### config.mk
export PLATFORM = sky130hd
export DESIGN_NAME = mem_arbiter
export DESIGN_NICKNAME = d
export VERILOG_FILES = /design/src/rtl/mem_arbiter.sv
export SDC_FILE = /design/constraint.sdc
export NUM_CORES = 1
export LEC_CHECK = 0
export CORE_MARGIN = 2
export CORE_UTILIZATION = 25
export DETAILED_ROUTE_END_ITERATION = 6
export HOLD_SLACK_MARGIN = 0.15
export PLACE_DENSITY = 0.67
export SLEW_MARGIN = 20
export SYNTH_ARGS = -nofsm -noshare
export SYNTH_HDL_FRONTEND = slang
export SYNTH_SLANG_ARGS = --single-unit
### constraint.sdc
create_clock -name CLK -period 4.1 [get_ports CLK]
set_clock_uncertainty 0.2 [all_clocks]
set_input_delay 0.82 -clock CLK [delete_from_list [all_inputs] [get_ports CLK]]
set_output_delay 0.82 -clock CLK [all_outputs]
set_load 0.03 [all_outputs]
### src/rtl/mem_arbiter.sv
// Two-port arbiter in front of a single-port synchronous 64K x 8 memory.
// Port A (CPU) and port B (DMA/loader) share the memory; read data returns one cycle after grant.
module mem_arbiter #(
   parameter int ADDR_W   = 16,
   parameter int DATA_W   = 8,
   parameter int RR_MODE  = 0,
   parameter int MAX_WAIT = 4,
   parameter int LOCK_MAX = 8
) (
   input  logic              CLK,
   input  logic              RST,
   input  logic              a_req,
   input  logic              a_we,
   input  logic [ADDR_W-1:0] a_addr,
   input  logic [DATA_W-1:0] a_wdata,
   output logic              a_gnt,
   output logic              a_rvalid,
   output logic [DATA_W-1:0] a_rdata,
   input  logic              b_req,
   input  logic              b_we,
   input  logic [ADDR_W-1:0] b_addr,
   input  logic [DATA_W-1:0] b_wdata,
   input  logic              b_lock,
   output logic              b_gnt,
   output logic              b_rvalid,
   output logic [DATA_W-1:0] b_rdata,
   output logic              mem_we,
   output logic [ADDR_W-1:0] mem_addr,
   output logic [DATA_W-1:0] mem_din,
   input  logic [DATA_W-1:0] mem_dout
);

   localparam logic       PORT_A     = 1'b0;
   localparam logic       PORT_B     = 1'b1;
   localparam logic [3:0] MAX_WAIT_C = 4'(MAX_WAIT);
   localparam logic [8:0] LOCK_MAX_C = 9'(LOCK_MAX);

   logic              a_gnt_s;
   logic              b_gnt_s;
   logic [3:0]        wait_b_r;
   logic              lock_r;
   logic [7:0]        lock_cnt_r;
   logic [8:0]        lock_inc_s;
   logic              last_r;
   logic              a_rvalid_r;
   logic              b_rvalid_r;
   logic [DATA_W-1:0] a_hold_r;
   logic [DATA_W-1:0] b_hold_r;

   assign lock_inc_s = {1'b0, lock_cnt_r} + 9'd1;

   // Grant selection: reset, B lock, single requester, then tie-break by mode
   always_comb begin
      a_gnt_s = 1'b0;
      b_gnt_s = 1'b0;
      if (RST) begin
         a_gnt_s = 1'b0;
         b_gnt_s = 1'b0;
      end else if (lock_r && b_req) begin
         b_gnt_s = 1'b1;
      end else if (a_req && !b_req) begin
         a_gnt_s = 1'b1;
      end else if (b_req && !a_req) begin
         b_gnt_s = 1'b1;
      end else if (a_req && b_req) begin
         if (RR_MODE != 0) begin
            if (last_r == PORT_A) begin
               b_gnt_s = 1'b1;
            end else begin
               a_gnt_s = 1'b1;
            end
         end else begin
            if (wait_b_r >= MAX_WAIT_C) begin
               b_gnt_s = 1'b1;
            end else begin
               a_gnt_s = 1'b1;
            end
         end
      end else begin
         a_gnt_s = 1'b0;
         b_gnt_s = 1'b0;
      end
   end

   assign a_gnt = a_gnt_s;
   assign b_gnt = b_gnt_s;

   // Memory port mux: granted port drives, otherwise all zero
   always_comb begin
      mem_we   = 1'b0;
      mem_addr = '0;
      mem_din  = '0;
      case ({a_gnt_s, b_gnt_s})
         2'b10: begin
            mem_we   = a_we;
            mem_addr = a_addr;
            mem_din  = a_wdata;
         end
         2'b01: begin
            mem_we   = b_we;
            mem_addr = b_addr;
            mem_din  = b_wdata;
         end
         default: begin
            mem_we   = 1'b0;
            mem_addr = '0;
            mem_din  = '0;
         end
      endcase
   end

   // Read return: live memory data in the valid cycle, held copy otherwise;
   // RST masks a return that lands in a reset cycle
   always_comb begin
      a_rvalid = 1'b0;
      b_rvalid = 1'b0;
      a_rdata  = '0;
      b_rdata  = '0;
      if (RST) begin
         a_rvalid = 1'b0;
         b_rvalid = 1'b0;
         a_rdata  = '0;
         b_rdata  = '0;
      end else begin
         a_rvalid = a_rvalid_r;
         b_rvalid = b_rvalid_r;
         if (a_rvalid_r) begin
            a_rdata = mem_dout;
         end else begin
            a_rdata = a_hold_r;
         end
         if (b_rvalid_r) begin
            b_rdata = mem_dout;
         end else begin
            b_rdata = b_hold_r;
         end
      end
   end

   // Read-valid pipeline and per-port data hold
   always_ff @(posedge CLK) begin
      if (RST) begin
         a_rvalid_r <= 1'b0;
         b_rvalid_r <= 1'b0;
         a_hold_r   <= '0;
         b_hold_r   <= '0;
      end else begin
         a_rvalid_r <= a_gnt_s && !a_we;
         b_rvalid_r <= b_gnt_s && !b_we;
         if (a_rvalid_r) begin
            a_hold_r <= mem_dout;
         end
         if (b_rvalid_r) begin
            b_hold_r <= mem_dout;
         end
      end
   end

   // Starvation counter for B and round-robin history
   always_ff @(posedge CLK) begin
      if (RST) begin
         wait_b_r <= 4'd0;
         last_r   <= PORT_B;
      end else begin
         if (b_req && !b_gnt_s) begin
            if (wait_b_r >= MAX_WAIT_C) begin
               wait_b_r <= MAX_WAIT_C;
            end else begin
               wait_b_r <= wait_b_r + 4'd1;
            end
         end else begin
            wait_b_r <= 4'd0;
         end
         if (a_gnt_s) begin
            last_r <= PORT_A;
         end else if (b_gnt_s) begin
            last_r <= PORT_B;
         end
      end
   end

   // Bounded B lock: the grant that reaches LOCK_MAX releases so A gets the next slot
   always_ff @(posedge CLK) begin
      if (RST) begin
         lock_r     <= 1'b0;
         lock_cnt_r <= 8'd0;
      end else if (!b_req) begin
         lock_r     <= 1'b0;
         lock_cnt_r <= 8'd0;
      end else if (b_gnt_s && b_lock) begin
         if (lock_inc_s < LOCK_MAX_C) begin
            lock_r     <= 1'b1;
            lock_cnt_r <= lock_inc_s[7:0];
         end else begin
            lock_r     <= 1'b0;
            lock_cnt_r <= 8'd0;
         end
      end else if (b_gnt_s) begin
         lock_r     <= 1'b0;
         lock_cnt_r <= 8'd0;
      end
   end

endmodule
==> Word level (Yosys, flattened, before mapping) <==
Index checks and enable logic that the tools add are counted.
{ "word_totals": {"output_inout_bits": 45, "elab_cells": 61, "reg_bits": 31, "inputBits": 63} }
{ "op_classes": {"n_reduce_logical": 17, "n_bitwise": 2, "order_cmp": 2, "n_eq_ne": 2, "add_sub_neg": 2, "mux": 28} }
{ "ops": {"columns": ["cell", "count"], "rows": [
  ["two-way mux 8 bit", 7],
  ["one-hot mux 16 bit (2 select lines)", 1],
  ["two-way mux 1 bit", 17],
  ["one-hot mux 8 bit (2 select lines)", 1],
  ["adder 8 x 1 -> 9 bit (second input constant)", 1],
  ["< comparator 9 x 4 -> 1 bit (second input constant)", 1],
  ["logical AND 1 bit", 8],
  ["zero test 1 bit", 5],
  ["adder 4 x 1 -> 4 bit (second input constant)", 1],
  ["greater-or-equal comparator 4 x 3 -> 1 bit (second input constant)", 1],
  ["OR reduction 2 bit", 2],
  ["two-way mux 3 bit", 1],
  ["OR reduction 3 bit", 1],
  ["equality test 2 x 1 -> 1 bit (second input constant)", 1],
  ["equality test 2 bit (second input constant)", 1],
  ["inverter 1 bit", 2],
  ["one-hot mux 1 bit (2 select lines)", 1],
  ["nonzero test 2 bit", 1]
]} }

==> Longest topological paths before layout <==
{ "depth": {"word_depth": 11, "ltp_mapped": 8, "depth_no_buf": 6} }

==> Worst setup path after synthesis <==
No wires, ideal clock.
{ "synth_timing": {"path_type": "input port to output port", "start": "in a_req", "end": "out mem_addr[0]", "required_ns": 3.080, "slack_ns": 0.230, "arrival_ns": 2.850, "stages": 7, "path_buffers": 2, "cell_sequence": "or4b_2 > nand2_1 > inv_1 > ha_1 > clkbuf_1 > clkbuf_1 > nor2_1"} }
{ "synth_between": {"elab_chain_cells": 8, "word_cells_on_any_way": 17, "cone_classes": "eq/ne: 2; mux: 11; reduce/logical: 4"} }
{ "synth_rtl": {"columns": ["item", "line_no", "source"], "rows": [
  ["start: declaration", "12", "input logic a_req,"],
  ["logical AND 1 bit / zero test 1 bit (equally long branches)", "65, 63", null],
  ["two-way mux 1 bit / logical AND 1 bit (equally long branches)", "65, 63", null],
  ["two-way mux 1 bit", "63", "end else if (b_req && !a_req) begin"],
  ["two-way mux 1 bit (*)", "61", "end else if (a_req && !b_req) begin"],
  ["two-way mux 1 bit (*)", "59", "end else if (lock_r && b_req) begin"],
  ["two-way mux 1 bit (*)", "56", "if (RST) begin"],
  ["via b_gnt", "24", "output logic b_gnt,"],
  ["equality test 2 x 1 -> 1 bit / equality test 2 bit (equally long branches)", "93", "case ({a_gnt_s, b_gnt_s})"],
  ["one-hot mux 16 bit (2 select lines) (*)", "93", null],
  ["end: declaration", "28", "output logic [ADDR_W-1:0] mem_addr,"]
]} }
Mark *: on every way through the listed nets, which the timed path passes. The rest lies on a longest branch.

==> Worst setup path after layout <==
{ "layout_timing": {"start": "in a_req", "end": "out mem_addr[5]"} }
{ "layout_between": {"elab_chain_cells": 8, "word_cells_on_any_way": 17, "cone_classes": "eq/ne: 2; mux: 11; reduce/logical: 4"} }
{ "layout_rtl": {"columns": ["item", "line_no"], "rows": [
  ["logical AND 1 bit / zero test 1 bit (equally long branches)", "65, 63"],
  ["two-way mux 1 bit / logical AND 1 bit (equally long branches)", "65, 63"],
  ["two-way mux 1 bit", "63"],
  ["two-way mux 1 bit", "61"],
  ["two-way mux 1 bit", "59"],
  ["two-way mux 1 bit", "56"],
  ["equality test 2 x 1 -> 1 bit / equality test 2 bit (equally long branches)", "93"],
  ["one-hot mux 16 bit (2 select lines) (*)", "93"]
]} }
Mark *: on every way between the ends. The rest lies on a longest branch, timed or not.

==> results_dict.tcl <==
set metrics [dict create \
    status "complete, no violations" \
    cts.repair.resized 0 \
    numCtsBuffers 5 \
    syn_inst 173 \
    via_per_inst 4.54 \
    slew_violations 0 \
    layout_commonest_cell "clkdlybuf4s50_1" \
    multiInputGateArea_um2 836 \
    worstPathArrival_ns 2.94 \
    rr_startpoint "lock_r" \
    relSlewSlack 0.563 \
    fp.coreArea_um2 5890 \
    synth_top_area_frac 0.410 \
    fin_nets 347 \
    reg2reg_depth 4 \
    fp.dieH_um 81.8 \
    syn_nets 240 \
    postCtsSetupBuffers 0 \
    overflow 0 \
    crit_fanout 25 \
    maxCapViolations 0 \
    synth_adder_area_share 0.0331 \
    rsz0062_at_grt "no" \
    via_count 1615 \
    antenna_found_initial 0 \
    setup_viol 0 \
    synth-seq-area-share 0.410 \
    max_freq_mhz 253 \
    diodes 0 \
    ys.flop_type "dfxtp_1" \
    ctsHoldBuffers 0 \
    synth_top_area_cell "dfxtp_1" \
    fin_util 0.468 \
    ys_types 32 \
    ys_warn_count 0 \
    synthXorXnorAreaFrac 0 \
    synth_edf_count 0 \
    port_buffers 107 \
    peakVddDrop_mv 0.112 \
    powerDensity_nw_per_um2 279 \
    r2r_end "lock_cnt_r[2]" \
    ys_ff_latch 31 \
    fillers 583 \
    muxShareOfSynthArea 0.112 \
    antenna_left 0 \
    setup_tns_ns 0 \
    period_minus_slack_ns 3.96 \
    cp-start-kind "input port" \
    clock_path_buffers 2 \
    cts_tree "built" \
    cts.sinks 31 \
    worst_ep_required_time_ns 3.08 \
    wire_per_inst_um 12.9 \
    die_w_um 81.8 \
    min_path_type "reg -> reg" \
    grt_max_degree 26 \
    htree_num_levels 2 \
    tightest_slew_ns 0.654 \
    clockRootBuffer "clkbuf_8" \
    area_delta_synth_final_pct 82.0 \
    layout-drive-gt1-share 0.157 \
    firstDrtPassIters 4 \
    syn_area_um2 1510 \
    async_flop_share 0 \
    start_util 0.257 \
    pin_count 108 \
    drt-total-wl_um 4600 \
    register_area_um2 621 \
    grt_pass1_vias 1454 \
    crit_type "in -> out" \
    finalHoldViolCount 0 \
    synthSimpleGateAreaFrac 0.232 \
    synth_compound_area_frac 0.173 \
    drc 0 \
    drt_iter0_drc 51 \
    finalCritPeriodShare 0.966 \
    gp_congestion 0.718 \
    rows 28 \
    cp-endpoint "mem_addr[5]" \
    clock_latency_ns 0.28 \
    dp.final_hpwl_um 3470 \
    grt_pass1_wl_um 6700 \
    setup.worst_path.start "a_req" \
    layout_common_cells "clkdlybuf4s50_1 (82), nor2_1 (45), dfxtp_1 (31)" \
    synth_top_family_by_area "simple AND/OR/NAND/NOR gates" \
    end_kind "output port" \
    grt_usage 0.130 \
    avgSynthCellArea_um2 8.74 \
    r2r_slack_ns 2.24 \
    clkTransAtPathRegs_ns 0.07 \
    p_leak_nw 1.09 \
    ys_top_cells_by_area "dfxtp_1 (41%), a22oi_1 (12%), mux2i_1 (11%)" \
    die_area_um2 6690 \
]
==> area by class of cell <==
type	instances	area share
well taps	75	0.0341
multi-input cells	127	0.304
repair buffers	113	0.396
clock buffers	7	0.0350
inverters	2	0.00273
clock inverters	1	0.00273
flip-flops and latches	31	0.225
==> cells in the mapped netlist (2+ instances only) <==
library cell  number
a22oi_1           25
nor2b_1            5
nand2_1            2
clkbuf_1          12
nor3_1             2
inv_1              2
dfxtp_1           31
nor2_1            45
ha_1               4
mux2i_1           17
nand3b_1           2
and3_1             6
==> critical path, stage by stage <==
cell             delay [ns]
clkdlybuf4s50_1        0.48
or4b_2                 0.61
nand2_1                0.15
inv_1                  0.08
ha_1                   0.21
buf_12                 0.17
a22oi_1                0.18
nor2_1                 0.06
buf_4                  0.16
==> metrics by stage <==
step | cell area, um^2 | total power [mW] | hold WS (ns) | setup slack, ns | cells
3_5_place_dp | 2650 | 0.510 | 0.249 | 0.128 | 348
6_report | 2750 | 0.769 | 0.245 | 0.141 | 356
4_1_cts | 2750 | 0.779 | 0.259 | 0.121 | 356
2_1_floorplan | 1510 | 0.402 | 0.208 | 0.230 | 173
3_3_place_gp | 2650 | 0.509 | 0.222 | 0.179 | 348
5_1_grt | 2750 | 0.803 | 0.280 | 0.0256 | 356
==> flip-flops by register name, indices dropped and copies added (netlist names) <==
signal      flops
a_hold_r        8
b_hold_r        8
lock_cnt_r      8
wait_b_r        4
a_rvalid_r      1
b_rvalid_r      1
lock_r          1
==> routing by layer <==
metal / routed length [um] / global-route usage
met5: 0 / 0
met2: 2270 / 0.210
met1: 1910 / 0.158
met3: 334 / 0.0396
met4: 88 / 0.0583
==> cell families after synthesis <==
logic type / count (synthesis)
other: 1
AO/OA/AOI/OAI: 34
flip-flops: 31
adder cells (fa/ha/maj): 4
AND/OR/NAND/NOR: 71
buffers and inverters: 15
multiplexers: 17
==> how the worst min path moves through the flow <==
stage               slack [ns]         from           to  depth (start not counted)
finish                    0.24  wait_b_r[0]  wait_b_r[0]                          1
global route              0.28  wait_b_r[0]  wait_b_r[0]                          1
CTS                       0.26  wait_b_r[0]  wait_b_r[0]                          1
detailed placement        0.25  wait_b_r[0]  wait_b_r[0]                          1
global placement          0.22  wait_b_r[0]  wait_b_r[0]                          1
floorplan                 0.21  wait_b_r[0]  wait_b_r[0]                          1
==> report_power, final <==
part           leakage, nW  internal [mW]  switching (mW)
sequential           0.252          0.309         0.00634
clock               0.0505          0.152           0.113
combinational        0.789          0.103          0.0844
total                 1.09          0.564           0.204
(Power assumes the default switching activity.)
